`config.mk`:
```
export PLATFORM = sky130hd
export DESIGN_NAME = spi_data_fifo
export DESIGN_NICKNAME = d
export VERILOG_FILES = /design/src/rtl/spi_pkg.sv /design/src/rtl/spi_fifo_ram.sv /design/src/rtl/spi_data_fifo.sv
export SDC_FILE = /design/constraint.sdc
export NUM_CORES = 1
export LEC_CHECK = 0
export BUFFER_PORTS_ARGS = -buffer_cell sky130_fd_sc_hd__buf_2
export CAP_MARGIN = 20
export CORE_ASPECT_RATIO = 1.25
export CORE_MARGIN = 4
export CORE_UTILIZATION = 56
export CTS_BUF_LIST = sky130_fd_sc_hd__clkbuf_2 sky130_fd_sc_hd__clkbuf_4 sky130_fd_sc_hd__clkbuf_8
export DETAILED_ROUTE_END_ITERATION = 8
export PLACE_DENSITY_LB_ADDON = 0.1
export SETUP_SLACK_MARGIN = 0.1
export SKIP_CTS_REPAIR_TIMING = 1
export SKIP_LAST_GASP = 1
export SLEW_MARGIN = 0
export SYNTH_ARGS = -nofsm -noshare
export SYNTH_HDL_FRONTEND = slang
export SYNTH_HIERARCHICAL = 1
export SYNTH_SLANG_ARGS = --single-unit
```
`constraint.sdc`:
```
create_clock -name pclk -period 6.7 [get_ports pclk]
set_clock_uncertainty 0.15 [all_clocks]
set_input_delay 0.335 -clock pclk [delete_from_list [all_inputs] [get_ports pclk]]
set_output_delay 0.335 -clock pclk [all_outputs]
set_load 0.05 [all_outputs]
```
`src/rtl/spi_pkg.sv`:
```
// spi_pkg: shared constants and helpers for the SPI data FIFOs.
//   FRAME_SIZE_DEF - default data word width
//   FIFO_DEPTH_DEF - default number of word slots
//   COUNT_W        - occupancy counter width; six bits hold 0..32 with no overflow
//   ptr_width()    - pointer width for a given depth (at least one bit)
package spi_pkg;
    localparam int FRAME_SIZE_DEF = 8;
    localparam int FIFO_DEPTH_DEF = 4;
    localparam int COUNT_W        = 6;

    function automatic int ptr_width(input int depth);
        return (depth > 1) ? $clog2(depth) : 1;
    endfunction
endpackage

```
`src/rtl/spi_fifo_ram.sv`:
```
// spi_fifo_ram: simple dual-port word array, synchronous write, asynchronous read.
//   pclk  - write clock
//   we    - write enable
//   waddr - write address
//   wdata - write word
//   raddr - read address
//   rdata - read word (combinational from raddr)
// The array has no reset; its contents are only meaningful behind the pointers.
module spi_fifo_ram #(
    parameter int W     = 8,
    parameter int DEPTH = 4,
    parameter int AW    = 2
) (
    input  logic          pclk,
    input  logic          we,
    input  logic [AW-1:0] waddr,
    input  logic [W-1:0]  wdata,
    input  logic [AW-1:0] raddr,
    output logic [W-1:0]  rdata
);
    logic [W-1:0] mem [DEPTH];

    always_ff @(posedge pclk) begin
        if (we) mem[waddr] <= wdata;
    end

    assign rdata = mem[raddr];
endmodule

```
`src/rtl/spi_data_fifo.sv`:
```
// spi_data_fifo: circular word FIFO for SPI transmit/receive data.
//   pclk, aresetn          - clock and asynchronous active-low reset
//   clr_fifo               - synchronous flush, overrides reads and writes
//   wr_en, wr_data         - write request and word
//   rd_en, rd_data         - read request and word
//   full, full_next        - count == DEPTH, count == DEPTH-1
//   empty, empty_next      - count == 0, count == 1
//   overflow, underflow    - one-cycle pulses for rejected writes / reads
//   count                  - current occupancy
// Macro SPI_DATA_FIFO_FWFT_EN selects first-word-fall-through reads; when it is
// undefined rd_data is registered and updates one cycle after an accepted read.
module spi_data_fifo
    import spi_pkg::*;
#(
    parameter int CFG_FRAME_SIZE = FRAME_SIZE_DEF,
    parameter int CFG_FIFO_DEPTH = FIFO_DEPTH_DEF
) (
    input  logic                      pclk,
    input  logic                      aresetn,
    input  logic                      clr_fifo,
    input  logic                      wr_en,
    input  logic [CFG_FRAME_SIZE-1:0] wr_data,
    input  logic                      rd_en,
    output logic [CFG_FRAME_SIZE-1:0] rd_data,
    output logic                      full,
    output logic                      full_next,
    output logic                      empty,
    output logic                      empty_next,
    output logic                      overflow,
    output logic                      underflow,
    output logic [COUNT_W-1:0]        count
);
    localparam int AW = ptr_width(CFG_FIFO_DEPTH);
    localparam logic [AW-1:0]      LAST  = AW'(CFG_FIFO_DEPTH - 1);
    localparam logic [COUNT_W-1:0] DEPTH = COUNT_W'(CFG_FIFO_DEPTH);

    logic [AW-1:0]             wr_ptr, rd_ptr;
    logic [CFG_FRAME_SIZE-1:0] ram_rdata;
    logic                      rd_acc, wr_acc;
    logic [COUNT_W-1:0]        count_nxt;

    // A write while full is still taken when a read frees the head slot in
    // the same cycle; a read while empty is never bypassed by the write.
    assign rd_acc    = !clr_fifo && rd_en && !empty;
    assign wr_acc    = !clr_fifo && wr_en && (!full || rd_acc);
    assign count_nxt = clr_fifo ? '0 : count + COUNT_W'(wr_acc) - COUNT_W'(rd_acc);

    spi_fifo_ram #(
        .W     (CFG_FRAME_SIZE),
        .DEPTH (CFG_FIFO_DEPTH),
        .AW    (AW)
    ) u_ram (
        .pclk  (pclk),
        .we    (wr_acc),
        .waddr (wr_ptr),
        .wdata (wr_data),
        .raddr (rd_ptr),
        .rdata (ram_rdata)
    );

    always_ff @(posedge pclk or negedge aresetn) begin
        if (!aresetn) begin
            wr_ptr     <= '0;
            rd_ptr     <= '0;
            count      <= '0;
            full       <= 1'b0;
            full_next  <= 1'b0;
            empty      <= 1'b1;
            empty_next <= 1'b0;
            overflow   <= 1'b0;
            underflow  <= 1'b0;
        end else begin
            wr_ptr     <= clr_fifo ? '0 : wr_acc ? ((wr_ptr == LAST) ? '0 : wr_ptr + 1'b1) : wr_ptr;
            rd_ptr     <= clr_fifo ? '0 : rd_acc ? ((rd_ptr == LAST) ? '0 : rd_ptr + 1'b1) : rd_ptr;
            count      <= count_nxt;
            full       <= count_nxt == DEPTH;
            full_next  <= count_nxt == DEPTH - 1'b1;
            empty      <= count_nxt == '0;
            empty_next <= count_nxt == COUNT_W'(1);
            overflow   <= !clr_fifo && wr_en && full && !rd_en;
            underflow  <= !clr_fifo && rd_en && empty;
        end
    end

`ifdef SPI_DATA_FIFO_FWFT_EN
    // Head word is visible as soon as it exists; zero while empty.
    assign rd_data = empty ? '0 : ram_rdata;
`else
    always_ff @(posedge pclk or negedge aresetn) begin
        if (!aresetn) rd_data <= '0;
        else if (rd_acc) rd_data <= ram_rdata;
    end
`endif
endmodule

```
==> impl_results.md <==
- Die Span X: 67.04 µm
- Library cells used by synthesis: 41
- Post-synthesis sequential area ratio: 0.6405
- Clock share of power: 0.182
- Die ar.: approximately 5500 µm²
- Via Count: 1,350
- First-pass GRT wire length: approximately 7000 µm
- Leakage: roughly 1.1 nW
- Asr flop ratio synth: 0.4286
- Crit Path Class: reg2reg
- Buf/Inv on CP: 2
- Dominant cell type by area after synthesis: edfxtp_1
- Worst relative slew slack: 0.5966
- Top FF cell, synth: edfxtp_1
- VDD IR max: 268.5 µV
- Crit path required time: 6740 ps
- Largest net degree at the start of global routing: 25
- Gr ovfl total: 0
- Core Region: 4164 µm²
- Synth warnings: 6
- Crit path max fanout: 11
- Mean Syn Cell Area: 15.54 µm²
- Worst-path cell chain: nor2b_1, and2b_1, nor2b_1, nor3b_2, inv_1, ha_1, inv_1, ha_1, fa_1, a21o_1, a21oi_2, xnor2_1, o211ai_2, and4_1
- Clk sink count: 56
- Antenna viol nets, final: 0
- Total CTS buffers: 5
- Mapped Area: approximately 2400 µm²
- Initial Util: 0.5859
- Clock tree buffer depth: 2
- P_int: 0.7129 mW
- Initial antenna violation count: 0
- HP Class: in2reg
- DRC: 0
- Sw power: between 0.4 and 0.5 mW
- Drt pass-1 iters: 4
- CP Data Arrival Time: 3830 ps
- GP Congestion: between 0.8 and 0.9
- Minimum clock period: around 3800 ps
- Number of diodes: 0
- Slew @ Worst Pin: about 610 ps
- Vias in the first global route: ~1,400
- Setup violations, final: 0
- Detail Placement HPWL: ~3200 µm
- Synth top area cells: edfxtp_1, dfrtp_1, mux4_2
- EDFF count, synth: 32
- Area grow syn2layout: 12.72%
- Synth top area share: 0.3938
- Synthesis-stage register bit count: 56
- Cell count after synthesis: ~160
- Final hold vios: 0
- Sw Ratio: 0.3990
- Utilization after layout: 0.6605
- Reg2Reg Launch Point: empty
- RSZ-0062 raised after global routing: false
- # nets final: 212
- IO Pins: 33
- CP max stage cell: fa_1
- Pins Over Slew Limit: 0
- Drt first-iter violations: 86
- Root Driver: clkbuf_8
- Synth top cells by count: edfxtp_1, dfrtp_1, nor2_1
- Worst Hold Launch: rd_en
- Largest stage delay, worst path: ~520 ps
- CTS H-tree lvls: 2
- FMAX: about 260 MHz
- Clock slew at reported path FFs: roughly 90 ps
- I/O Buffers: 32
- Final WL: about 4400 µm
- Seq pwr share: 0.388
- Status: finished, final reports clean
- Logic pwr share: 0.430
- Fin crit share: 0.5653
- Worst setup path start: empty
- All-layer global routing usage: 0.1806
- Fin Setup TNS: 0 ps
- Crit end category: register
- Num rows: 26
- Routed WL per cell: 17.70 µm
- CTS tree: built
- Layout cells sized above 1: 0.3177
- Startpoint types: register
- Vias/cell: ~5.4
- Most common cell in the netlist: edfxtp_1
- Maxcap violations: 0
- Worst skew pair latency: 300 ps
- CP delay by family, top: simple AND/OR/NAND/NOR gates
- Syn Nets: around 180
- Die height: 81.80 µm
- Power per cell area: 431.3 nW/µm²
==> layout make-up <==
cell class              count  area [µm²]
repair buffers             34       177.7
inverters                   7       26.28
clock inverters             2       35.03
clock buffers               6       76.32
well taps                  56       70.07
flip-flops and latches     56        1563
multi-input cells          87       802.0
fillers                   327        1414
==> logic make-up (layout without fill, tap and decap cells) <==
group / count (synthesis) / in the layout / synth area share
AO/OA/AOI/OAI: 15 / 15 / 0.04615
multiplexers: 18 / 18 / 0.1200
XOR/XNOR: 7 / 7 / 0.02513
adder cells (fa/ha/maj): 8 / 8 / 0.04410
flip-flops: 56 / 56 / 0.6405
buffers and inverters: 14 / 49 / 0.03077
AND/OR/NAND/NOR: 39 / 39 / 0.09334
==> metal layers <==
layer / vias to the layer above / track usage / wire (µm)
met5: - / 0 / 0
met4: 0 / 0.05274 / 35
met3: 4 / 0.03967 / 144
met2: 24 / 0.3481 / 2619
met1: 672 / 0.1929 / 1590
li1: 650 / - / -
==> path summary, 6_finish.rpt <==
check | end | slack, ps | cells after the start
setup / recovery | full_next | 2910 | 14
hold / removal | overflow | 60 | 2
setup reg to reg | full_next | 2910 | 14
hold reg to reg | rd_data[1] | 360 | 1
max in group asynchronous | empty | 5620 | 2
min in group asynchronous | rd_data[1] | 400 | 2
==> cells in the final DEF (no fill, tap or decap), types with 3 or more instances in the layout <==
cell and n:
edfxtp_1 32, mux4_2 8, a21o_1 3, xor2_1 3
inv_1 7, clkbuf_8 5, nor2b_1 7, nor3_1 3
nor2_1 11, dfrtp_1 23, nand2_1 5, buf_2 32
mux2_2 8, ha_1 7, xnor2_1 4
==> power groups by stage <==
stage	sequential, mW	clock, mW	combinational, mW
final	0.460	0.216	0.510
after global routing	0.468	0.233	0.552
after CTS	0.462	0.218	0.514
after detailed placement	0.470	0	0.512
after global placement	0.466	0	0.507
after floorplan	0.604	0	0.273
==> stage by stage <==
stage | cells | power [mW] | area, µm² | hold WS, ps | setup WS [ps]
after CTS | 247 | 1.193 | 2740 | -111.8 | 2892
final | 248 | 1.186 | 2750 | 63.57 | 2913
after global placement | 239 | 0.9733 | 2629 | 204.7 | 2954
after global routing | 248 | 1.253 | 2750 | 54.66 | 2595
after detailed placement | 239 | 0.9819 | 2629 | 212.8 | 2817
after floorplan | 157 | 0.8769 | 2440 | -110.6 | 3449
==> registers in the layout, summed over array words and instances, names as in the netlist <==
signal	count
u_ram/mem	32
rd_data	8
count	6
rd_ptr	2
wr_ptr	2
empty	1
empty_next	1
full	1
full_next	1
overflow	1
underflow	1
No activity file was read; power rests on OpenSTA's default activity.
